### config.mk
export PLATFORM = sky130hd
export DESIGN_NAME = i2c_slave_rx_flat
export DESIGN_NICKNAME = d
export VERILOG_FILES = /design/src/rtl/i2c_slave_rx_if.sv /design/src/rtl/i2c_slave_rx.sv /design/src/flat_wrapper.sv
export SDC_FILE = /design/constraint.sdc
export NUM_CORES = 1
export LEC_CHECK = 0
export CORE_MARGIN = 2
export CORE_UTILIZATION = 40
export DETAILED_ROUTE_END_ITERATION = 10
export PLACE_DENSITY = 0.69
export SYNTH_ARGS = -nofsm -noshare
export SYNTH_HDL_FRONTEND = slang
export SYNTH_SLANG_ARGS = --single-unit
### constraint.sdc
create_clock -name clk -period 3.7 [get_ports clk]
set_input_delay 0.555 -clock clk [delete_from_list [all_inputs] [get_ports clk]]
set_output_delay 0.555 -clock clk [all_outputs]
set_load 0.005 [all_outputs]
### src/rtl/i2c_slave_rx_if.sv
// Bus-side signal bundle for the write-only I2C target: raw scl/sda in,
// open-drain pull-down request and received-byte outputs.
interface i2c_slave_rx_if;
    logic       scl_in;
    logic       sda_in;
    logic       sda_oe;
    logic [7:0] rx_data;
    logic       rx_valid;
    logic       addr_match;
    logic       busy;

    modport slave (
        input  scl_in,
        input  sda_in,
        output sda_oe,
        output rx_data,
        output rx_valid,
        output addr_match,
        output busy
    );

    modport master (
        output scl_in,
        output sda_in,
        input  sda_oe,
        input  rx_data,
        input  rx_valid,
        input  addr_match,
        input  busy
    );
endinterface

### src/rtl/i2c_slave_rx.sv
// Write-only I2C target: oversamples scl/sda on clk, detects START/STOP,
// matches a 7-bit address, ACKs and delivers each data byte with a strobe.
module i2c_slave_rx #(
    parameter logic [6:0] SLAVE_ADDR = 7'h50,
    parameter bit         ACK_DATA   = 1'b1
) (
    input  logic           clk,
    input  logic           rst,
    i2c_slave_rx_if.slave  bus
);

    typedef enum logic [2:0] {
        IDLE,
        ADDR,
        ADDR_ACK,
        DATA,
        DATA_ACK,
        WAIT_STOP
    } state_t;

    state_t     state;
    logic [1:0] scl_sync;
    logic [1:0] sda_sync;
    logic       scl_prev;
    logic       sda_prev;
    logic [2:0] bit_cnt;
    logic       byte_done;
    logic [7:0] shift;

    logic scl_s;
    logic sda_s;
    logic scl_rise;
    logic scl_fall;
    logic start_det;
    logic stop_det;

    // Synchronizers reset to the idle-bus level so releasing rst on a quiet
    // bus never looks like an edge.
    always_ff @(posedge clk or posedge rst) begin
        if (rst) begin
            scl_sync <= 2'b11;
            sda_sync <= 2'b11;
            scl_prev <= 1'b1;
            sda_prev <= 1'b1;
        end else begin
            scl_sync <= {scl_sync[0], bus.scl_in};
            sda_sync <= {sda_sync[0], bus.sda_in};
            scl_prev <= scl_sync[1];
            sda_prev <= sda_sync[1];
        end
    end

    assign scl_s     = scl_sync[1];
    assign sda_s     = sda_sync[1];
    assign scl_rise  = scl_s & ~scl_prev;
    assign scl_fall  = ~scl_s & scl_prev;
    assign start_det = scl_s & scl_prev & sda_prev & ~sda_s;
    assign stop_det  = scl_s & scl_prev & ~sda_prev & sda_s;

    // Bus conditions take priority over bit sampling; byte_done marks that the
    // 8th bit is in and the decision waits for the following scl fall.
    always_ff @(posedge clk or posedge rst) begin
        if (rst) begin
            state          <= IDLE;
            bit_cnt        <= 3'd0;
            byte_done      <= 1'b0;
            shift          <= 8'h00;
            bus.sda_oe     <= 1'b0;
            bus.rx_data    <= 8'h00;
            bus.rx_valid   <= 1'b0;
            bus.addr_match <= 1'b0;
            bus.busy       <= 1'b0;
        end else begin
            bus.rx_valid <= 1'b0;
            if (stop_det) begin
                state          <= IDLE;
                bit_cnt        <= 3'd0;
                byte_done      <= 1'b0;
                bus.sda_oe     <= 1'b0;
                bus.addr_match <= 1'b0;
                bus.busy       <= 1'b0;
            end else if (start_det) begin
                state          <= ADDR;
                bit_cnt        <= 3'd0;
                byte_done      <= 1'b0;
                bus.sda_oe     <= 1'b0;
                bus.addr_match <= 1'b0;
                bus.busy       <= 1'b1;
            end else begin
                case (state)
                    ADDR, DATA: begin
                        if (scl_rise && !byte_done) begin
                            shift   <= {shift[6:0], sda_s};
                            bit_cnt <= bit_cnt + 3'd1;
                            if (bit_cnt == 3'd7) begin
                                byte_done <= 1'b1;
                            end
                        end else if (scl_fall && byte_done) begin
                            byte_done <= 1'b0;
                            bit_cnt   <= 3'd0;
                            if (state == ADDR) begin
                                if (shift[7:1] == SLAVE_ADDR && !shift[0]) begin
                                    state          <= ADDR_ACK;
                                    bus.sda_oe     <= 1'b1;
                                    bus.addr_match <= 1'b1;
                                end else begin
                                    state <= WAIT_STOP;
                                end
                            end else begin
                                state        <= DATA_ACK;
                                bus.rx_data  <= shift;
                                bus.rx_valid <= 1'b1;
                                bus.sda_oe   <= ACK_DATA;
                            end
                        end
                    end
                    ADDR_ACK, DATA_ACK: begin
                        if (scl_fall) begin
                            state      <= DATA;
                            bus.sda_oe <= 1'b0;
                        end
                    end
                    default: begin
                    end
                endcase
            end
        end
    end

endmodule

### src/flat_wrapper.sv
// flat-port wrapper written by rule: the top's interface ports become plain ports
module i2c_slave_rx_flat 
#(
    parameter logic [6:0] SLAVE_ADDR = 7'h50,
    parameter bit         ACK_DATA   = 1'b1
)
  (clk, rst, bus_scl_in, bus_sda_in, bus_sda_oe, bus_rx_data, bus_rx_valid, bus_addr_match, bus_busy);
  i2c_slave_rx_if bus_i ();
  input  logic clk;
  input  logic rst;
  input wire logic [$bits(bus_i.scl_in)-1:0] bus_scl_in;
  input wire logic [$bits(bus_i.sda_in)-1:0] bus_sda_in;
  output wire logic [$bits(bus_i.sda_oe)-1:0] bus_sda_oe;
  output wire logic [$bits(bus_i.rx_data)-1:0] bus_rx_data;
  output wire logic [$bits(bus_i.rx_valid)-1:0] bus_rx_valid;
  output wire logic [$bits(bus_i.addr_match)-1:0] bus_addr_match;
  output wire logic [$bits(bus_i.busy)-1:0] bus_busy;
  assign bus_i.scl_in = bus_scl_in;
  assign bus_i.sda_in = bus_sda_in;
  assign bus_sda_oe = bus_i.sda_oe;
  assign bus_rx_data = bus_i.rx_data;
  assign bus_rx_valid = bus_i.rx_valid;
  assign bus_addr_match = bus_i.addr_match;
  assign bus_busy = bus_i.busy;
  i2c_slave_rx #(.SLAVE_ADDR(SLAVE_ADDR), .ACK_DATA(ACK_DATA)) u_core (.clk(clk), .rst(rst), .bus(bus_i));
endmodule
==> tab_implementation.tex, run 1 <==
\begin{tabular}{lr}
\hline
Metric & Value \\
\hline
\multicolumn{2}{l}{\textbf{Run status}} \\
\quad Outcome & finished clean \\
\multicolumn{2}{l}{\textbf{Timing}} \\
\quad Final period utilization & approximately 47\% \\
\quad Shortest period the worst path allows & roughly 1700 ps \\
\quad Fin Clk Skew & approximately 11 ps \\
\quad Maximum clock rate & $\sim$0.57 GHz \\
\quad Final count of pins violating max slew & 0 \\
\quad Setup repair after global routing missed its margin & false \\
\quad Final hold violation count & 0 \\
\quad Worst slew slack as a fraction of its limit & approximately 46\% \\
\quad Number of endpoints failing setup at the final stage & 0 \\
\quad Worst-margin pin slew & 816 ps \\
\quad Setup TNS after final layout & 0 ps \\
\multicolumn{2}{l}{\textbf{Clocking}} \\
\quad CTS Buffer Depth & 2 \\
\quad Clock sink count & 33 \\
\quad Number of H-tree levels & 2 \\
\quad Skew-Pair Late Insertion Delay & between 300 and 400 ps \\
\quad Clock buffer count from CTS & 5 \\
\quad Post-CTS setup buffer count & 0 \\
\quad Post\_cts resized & 0 \\
\quad TritonCTS clock tree & built \\
\quad Clk Tree Root Cell & sky130\_fd\_sc\_hd\_\_clkbuf\_4 \\
\quad Quantity of hold-fixing buffers added after cts & 0 \\
\quad Clock transition at the registers of the reported paths & approximately 100 ps \\
\multicolumn{2}{l}{\textbf{Pwr}} \\
\quad Sw power & between 0.00015 and 0.0002 W \\
\quad Logic gate share of total power & about 15\% \\
\quad Share of total power in the clock network & a little over a quarter \\
\quad Highest ir drop seen on vdd & approximately 260 uV \\
\quad Cell internal power dissipation & roughly 0.00055 W \\
\quad Switching power share of the total & roughly a quarter \\
\quad Areal power density over the cells & 450 nW/um\^{}2 \\
\quad Standby leakage power & just under 0.8 nW \\
\quad Share of power burned in registers & 58.8\% \\
\multicolumn{2}{l}{\textbf{Critical path}} \\
\quad Cell with the largest stage delay on the worst path & sky130\_fd\_sc\_hd\_\_clkdlybuf4s50\_1 \\
\quad Number of buffer and inverter instances along the worst setup path & 1 \\
\quad Crit-path leading delay family & buffers and inverters \\
\quad Data required time at the worst endpoint & 3140 ps \\
\quad Kind of critical path & register to output port \\
\quad Worst path arrival time & between 1000 and 1500 ps \\
\quad Crit path capture type & output port \\
\quad Worst reg2reg setup slack & 1950 ps \\
\quad Cell Chain, Critical Path & clkdlybuf4s50\_1 \\
\quad Startpoint types & register \\
\quad Max stage delay on crit path & roughly 500 ps \\
\quad Largest fanout on the critical path & 2 \\
\multicolumn{2}{l}{\textbf{Route}} \\
\quad Drt first pass iters & 4 \\
\quad Wire length after detailed routing & 2.36 mm \\
\quad Via count normalized by instance count & $\sim$5.3 \\
\quad Antenna viol nets, final & 0 \\
\quad Routed len/inst & roughly 14 microns \\
\quad Initial DRC count & 27 \\
\quad Vias post-DR & about 920 \\
\quad Post-route DRC violation count & 0 \\
\multicolumn{2}{l}{\textbf{Finish}} \\
\quad Most common library cell in the layout ignoring fill and taps & sky130\_fd\_sc\_hd\_\_dfrtp\_1 \\
\quad ANT cells & 0 \\
\quad Net total in the final layout & $\sim$130 \\
\quad Post-Layout Inst Area & between 1500 and 2000 sq um \\
\quad Area growth syn-to-layout & 18.5\% \\
\quad Commonest cells after routing, fill and taps aside & sky130\_fd\_sc\_hd\_\_dfrtp\_1 (27), sky130\_fd\_sc\_hd\_\_mux2\_2 (16), sky130\_fd\_sc\_hd\_\_clkdlybuf4s50\_1 (15), sky130\_fd\_sc\_hd\_\_o21ai\_0 (7), sky130\_fd\_sc\_hd\_\_nand3\_1 (7) \\
\quad Share of cells above drive strength 1 & roughly 28\% \\
\quad Number of fillers in the final layout & around 320 \\
\multicolumn{2}{l}{\textbf{Placed design}} \\
\quad HPWL after detailed placement & roughly 1.8 mm \\
\quad Number of buffer cells added on primary ports & 15 \\
\quad Placement Cell Area & roughly 1600 sq um \\
\quad GP Congestion & roughly 0.90 \\
\multicolumn{2}{l}{\textbf{Synth}} \\
\quad Proportion of synthesized chip area in sequential cells & around three fifths \\
\quad Instance count of the mapped netlist & $\sim$110 \\
\quad Synth Register Bits & 33 \\
\quad Portion of synthesized cell area occupied by the leading cell type & approximately 48\% \\
\quad Post-synthesis cell area & $\sim$1400 sq um \\
\quad Mapped Avg Cell Area & around 13 sq um \\
\quad Synth top area cells & sky130\_fd\_sc\_hd\_\_dfrtp\_1 (48\%), sky130\_fd\_sc\_hd\_\_mux2\_2 (13\%), sky130\_fd\_sc\_hd\_\_dfstp\_2 (11\%) \\
\quad Count of different cell masters after synthesis & 35 \\
\quad Most used flip-flop cell after synthesis & sky130\_fd\_sc\_hd\_\_dfrtp\_1 \\
\quad Number of enable-type register cells in the synthesized netlist & 0 \\
\quad Proportion of register bits with asynchronous set or reset after synthesis & between 90\% and 100\% \\
\quad Warnings from Yosys & 0 \\
\quad Number of nets produced by synthesis & 111 \\
\quad Cell taking the most area after synthesis & sky130\_fd\_sc\_hd\_\_dfrtp\_1 \\
\multicolumn{2}{l}{\textbf{Die}} \\
\quad Die boundary height & about 63 microns \\
\quad Die Footprint & around 4000 sq um \\
\quad Number of rows created at floorplan & 21 \\
\quad Width of the chip & between 60 and 70 microns \\
\quad Standard cell core area & around 3400 sq um \\
\quad Boundary pin count & 16 \\
\quad Initial core utilization & 41.7\% \\
\multicolumn{2}{l}{\textbf{Global routing}} \\
\quad Largest net degree at the start of global routing & 24 \\
\quad Leftover overflow at the end of global routing & 0 \\
\quad Global-route wire length before repair & about 4.2 mm \\
\quad Antenna violations before repair & 0 \\
\quad Via count of the first global-routing pass & between 900 and 1k \\
\quad Total global routing track utilization & 13.7\% \\
\multicolumn{2}{l}{\textbf{Job}} \\
\quad Max-Cap Viols & 0 \\
\multicolumn{2}{l}{\textbf{Worst hold path}} \\
\quad Type of the worst min-delay path & register to register \\
\hline
\end{tabular}
[cell type report]
cell class | instances | area, sq um | share of cell area (%)
timing repair buffer | 16 | 158 | 9.49
tap | 46 | 57.6 | 3.46
inverter | 1 | 3.75 | 0.226
multi-input combinational | 70 | 554 | 33.4
sequential | 33 | 833 | 50.2
clock buffer | 7 | 55.1 | 3.31
[Yosys cell counts (all sizes together) (2+ instances only)]
| master | instances |
|---|---|
| dfrtp | 27 |
| mux2 | 16 |
| nand2 | 7 |
| nand3 | 7 |
| o21ai | 7 |
| dfstp | 6 |
| o211ai | 3 |
| a21oi | 2 |
| ha | 2 |
| nand2b | 2 |
| nor2 | 2 |
| nor2b | 2 |
| nor3b | 2 |
[power by group through the flow]
stage | combinational, W | sequential [W] | clock, W
6_report | 0.000113 | 0.000440 | 0.000196
5_1_grt | 0.000125 | 0.000446 | 0.000217
4_1_cts | 0.000114 | 0.000440 | 0.000204
3_5_place_dp | 0.000114 | 0.000447 | 0
3_3_place_gp | 0.000111 | 0.000445 | 0
2_1_floorplan | 0.0000893 | 0.000435 | 0
[flip-flops by register name, indices dropped and copies added, names as in the netlist]
| register | count |
|---|---|
| u_core.bit_cnt | 3 |
| u_core.bus.addr_match | 1 |
| u_core.bus.busy | 1 |
| u_core.bus.rx_data | 8 |
| u_core.bus.rx_valid | 1 |
| u_core.bus.sda_oe | 1 |
| u_core.byte_done | 1 |
| u_core.scl_prev | 1 |
| u_core.scl_sync | 2 |
| u_core.sda_prev | 1 |
| u_core.sda_sync | 2 |
| u_core.shift | 8 |
| u_core.state | 3 |
[path summary, 6_finish.rpt]
path                                          from                     to  cells past startpoint
worst max-delay path             u_core.bus.sda_oe             bus_sda_oe                      1
worst min-delay path            u_core.scl_sync[0]     u_core.scl_sync[1]                      0
worst max register to register     u_core.scl_prev  u_core.bus.rx_data[1]                      3
worst min register to register  u_core.scl_sync[0]     u_core.scl_sync[1]                      0
max in group asynchronous                      rst     u_core.sda_sync[1]                      3
min in group asynchronous                      rst      u_core.bit_cnt[2]                      2
[metrics by stage]
step	setup WS, ps	utilization, %	instances	total power (W)	hold slack, ps
2_1_floorplan	2230	-	105	0.000524	345
3_3_place_gp	1900	47.8	166	0.000556	348
3_5_place_dp	1880	47.8	166	0.000561	350
4_1_cts	1930	49.4	173	0.000758	363
5_1_grt	1870	49.4	173	0.000789	373
6_report	1950	49.4	173	0.000748	360
[routing by layer]
layer  wire length (microns)  vias to the layer above  GRT usage (%)
met5                       0                        -              0
met4                      30                        0           6.52
met3                     122                        4           4.46
met2                    1190                       31           20.3
met1                    1020                      455           18.1
li1                        -                      428              -
[cell families after synthesis]
family | share of synthesized area (%)
flip-flops | 59.4
AND/OR/NAND/NOR | 15.1
AO/OA/AOI/OAI | 8.56
multiplexers | 12.8
XOR/XNOR | 1.25
buffers and inverters | 1.07
adder cells (fa/ha/maj) | 1.78
Note: power is estimated with default switching activity, not from simulation.
==> run 2, diff against run 1 <==
PLACE_DENSITY = 0.71   (was 0.69)
clock period = 1.4 ns   (was 3.7 ns; I/O delays follow)
==> run 2 against run 1 <==
Net effect:
- the flow now finishes with violations (setup timing)
- count of clock-buffer cells in the layout unchanged
- register-to-register slack lost 2000 ps
- critical path depth grew 3
- setup slack worse by 2000 ps
- clock power grew to 3.8 times the previous value
- final area increased by 27%
- non-clock buffer count increased by 32
- via count increased by 17%
- sequential power rose to 2.6 times the previous value
- routed wire length rose by 31%
- first-iteration DRC count up 19%
- sequential share of layout area is 10 points lower
- largest cell class unchanged
- highest routed layer unchanged
==> tab_implementation.tex, run 2 (synthesis results as in run 1) <==
\begin{tabular}{lr}
\hline
Metric & Value \\
\hline
\multicolumn{2}{l}{\textbf{Placed design}} \\
\quad Cell count after placement & 189 \\
\quad Number of buffer cells added on primary ports & 15 \\
\quad Placement Cell Area & between 1500 and 2000 sq um \\
\quad HPWL after detailed placement & roughly 2 mm \\
\quad GP Congestion & 0.897 \\
\multicolumn{2}{l}{\textbf{Route}} \\
\quad Via count normalized by instance count & approximately 5.2 \\
\quad Drt first pass iters & 4 \\
\quad Post-route DRC violation count & 0 \\
\quad Antenna viol nets, final & 0 \\
\quad Routed len/inst & $\sim$15 microns \\
\quad Initial DRC count & 32 \\
\quad Vias post-DR & between 1k and 1.5k \\
\quad Wire length after detailed routing & between 3 and 4 mm \\
\multicolumn{2}{l}{\textbf{Timing}} \\
\quad Worst slew slack as a fraction of its limit & $\sim$78\% \\
\quad Final setup slack of the worst path & -67.1 ps \\
\quad Shortest period the worst path allows & $\sim$1500 ps \\
\quad Maximum clock rate & between 0.6 and 0.7 GHz \\
\quad Number of endpoints failing setup at the final stage & 15 \\
\quad Fin Clk Skew & around 11 ps \\
\quad Worst-margin pin slew & 327 ps \\
\quad Final hold violation count & 0 \\
\quad Setup repair after global routing missed its margin & true \\
\quad Final period utilization & 105\% \\
\quad Final count of pins violating max slew & 0 \\
\multicolumn{2}{l}{\textbf{Global routing}} \\
\quad GR met1 Demand/Resource & a little over a fifth \\
\quad GRT met2 Usage & between 20\% and 30\% \\
\quad GRT busiest layer & met2 \\
\quad Total global routing track utilization & between 15 and 20\% \\
\quad Largest net degree at the start of global routing & 34 \\
\quad Antenna violations before repair & 0 \\
\quad Via count of the first global-routing pass & about 1.0k \\
\quad Leftover overflow at the end of global routing & 0 \\
\quad Global-route wire length before repair & about 5.1 mm \\
\quad Met3 layer usage reported by global route & approximately 5.4\% \\
\multicolumn{2}{l}{\textbf{Pwr}} \\
\quad Standby leakage power & between 1 and 1.5 nW \\
\quad Overall power consumption & between 0.002 and 0.0025 W \\
\quad Areal power density over the cells & between 1000 and 1500 nW/um\^{}2 \\
\quad Highest ir drop seen on vdd & 917 uV \\
\multicolumn{2}{l}{\textbf{Die}} \\
\quad Initial core utilization & between 40\% and 50\% \\
\quad Die boundary height & $\sim$63 microns \\
\quad Die Footprint & $\sim$4000 sq um \\
\quad Standard cell core area & approximately 3400 sq um \\
\quad Boundary pin count & 16 \\
\quad Width of the chip & approximately 63 microns \\
\quad Number of rows created at floorplan & 21 \\
\multicolumn{2}{l}{\textbf{Clocking}} \\
\quad Quantity of hold-fixing buffers added after cts & 0 \\
\quad Clock sink count & 33 \\
\quad CTS Buffer Depth & 2 \\
\quad Clk Tree Root Cell & sky130\_fd\_sc\_hd\_\_clkbuf\_4 \\
\quad TritonCTS clock tree & built \\
\quad Clock transition at the registers of the reported paths & 100 ps \\
\quad Clock buffer count from CTS & 5 \\
\quad Number of H-tree levels & 2 \\
\quad Skew-Pair Late Insertion Delay & 340 ps \\
\multicolumn{2}{l}{\textbf{Critical path}} \\
\quad Startpoint types & register \\
\quad Cell Chain, Critical Path & nor4\_4, a21boi\_2, or4b\_1, nand2\_1 \\
\quad Max stage delay on crit path & around 470 ps \\
\quad Worst path arrival time & 1750 ps \\
\quad Cell with the largest stage delay on the worst path & sky130\_fd\_sc\_hd\_\_or4b\_1 \\
\quad Crit path capture type & register \\
\quad Data required time at the worst endpoint & between 1500 and 2000 ps \\
\quad Crit-path leading delay family & simple AND/OR/NAND/NOR gates \\
\quad Largest fanout on the critical path & 3 \\
\quad Number of buffer and inverter instances along the worst setup path & 0 \\
\quad Kind of critical path & register to register \\
\multicolumn{2}{l}{\textbf{Finish}} \\
\quad Most common library cell in the layout ignoring fill and taps & sky130\_fd\_sc\_hd\_\_buf\_4 \\
\quad Number of fillers in the final layout & 269 \\
\quad Post-Layout Inst Area & about 2100 sq um \\
\quad End-of-flow core utilization & 62.5\% \\
\quad Area growth syn-to-layout & 49.9\% \\
\quad Commonest cells after routing, fill and taps aside & sky130\_fd\_sc\_hd\_\_buf\_4 (27), sky130\_fd\_sc\_hd\_\_dfrtp\_1 (26), sky130\_fd\_sc\_hd\_\_dlygate4sd2\_1 (10), sky130\_fd\_sc\_hd\_\_mux2\_4 (9), sky130\_fd\_sc\_hd\_\_mux2\_2 (7) \\
\quad ANT cells & 0 \\
\quad Post-route non-filler standard cell count & 208 \\
\quad Net total in the final layout & $\sim$170 \\
\quad Share of cells above drive strength 1 & $\sim$50\% \\
\quad Largest registers & u\_core.bus.rx\_data (8), u\_core.shift (8) \\
\multicolumn{2}{l}{\textbf{Job}} \\
\quad Max-Cap Viols & 0 \\
\multicolumn{2}{l}{\textbf{Run status}} \\
\quad Violated checks & setup timing \\
\quad Outcome & complete, but fails checks \\
\multicolumn{2}{l}{\textbf{Worst hold path}} \\
\quad Type of the worst min-delay path & primary input to async pin \\
\hline
\end{tabular}
-- run 2: cell count changes in the layout (fill, tap and decap cells not counted), sizes merged --
cell / previous run / this run
buf: 1 / 33
clkdlybuf4s50: 15 / 3
and3: 1 / 2
bufinv: 0 / 1
nand2: 7 / 8
dlymetal6s2s: 0 / 2
dlygate4sd2: 0 / 10
-- run 2: what timing repair did --
item	4_1_cts	5_1_grt
pin swaps	2	4
gates cloned	1	1
buffers inserted	7	3
gates resized for setup	20	25
endpoints found under the setup margin	31	26
-- run 2: where the power goes --
group	total, W	internal (W)	leakage [nW]	switching, W
Sequential	0.00113	0.00105	0.432	0.0000738
Clock	0.000748	0.000426	0.0455	0.000322
Combinational	0.000558	0.000306	0.613	0.000253
Total	0.00243	0.00178	1.09	0.000648
-- run 2: final cells by class --
class	count	area (sq um)	area share, %
Sequential cell	33	835	39.7
Multi-Input combinational cell	72	699	33.3
Tap cell	46	57.6	2.74
Inverter	1	3.75	0.179
Clock inverter	1	30.0	1.43
Clock buffer	7	55.1	2.62
Timing Repair Buffer	48	422	20.1
-- run 2: stage by stage --
| step | TNS [ps] | setup slack (ps) | hold slack [ps] |
|---|---|---|---|
| after floorplan | -578 | -59.1 | 214 |
| after global placement | -2040 | -233 | 347 |
| after detailed placement | -2490 | -293 | 347 |
| after CTS | -394 | -59.3 | 216 |
| after global routing | -1160 | -131 | 237 |
| final | -515 | -67.1 | 215 |
-- run 2: tightest hold or removal path, stage by stage --
cell	delay (ps)
sky130_fd_sc_hd__clkdlybuf4s50_1	400
sky130_fd_sc_hd__inv_1	90
sky130_fd_sc_hd__buf_12	210
-- run 2: final timing paths --
path,start,end,slack (ps),cells after the start
min reg2reg,u_core.scl_sync[0],u_core.scl_sync[1],360,0
max in group asynchronous,rst,u_core.scl_sync[1],940,3
min in group clk,bus_scl_in,u_core.scl_sync[0],290,1
max reg2reg,u_core.shift[4],u_core.bus.sda_oe,-70,4
max,u_core.shift[4],u_core.bus.sda_oe,-70,4
min,rst,u_core.shift[0],210,3
-- run 2: metal layers --
| layer | up-vias | share of wire, % |
|---|---|---|
| met1 | 546 | 45 |
| li1 | 506 | - |
| met4 | 0 | 1.6 |
| met5 | - | 0 |
| met2 | 21 | 50 |
| met3 | 5 | 3.0 |
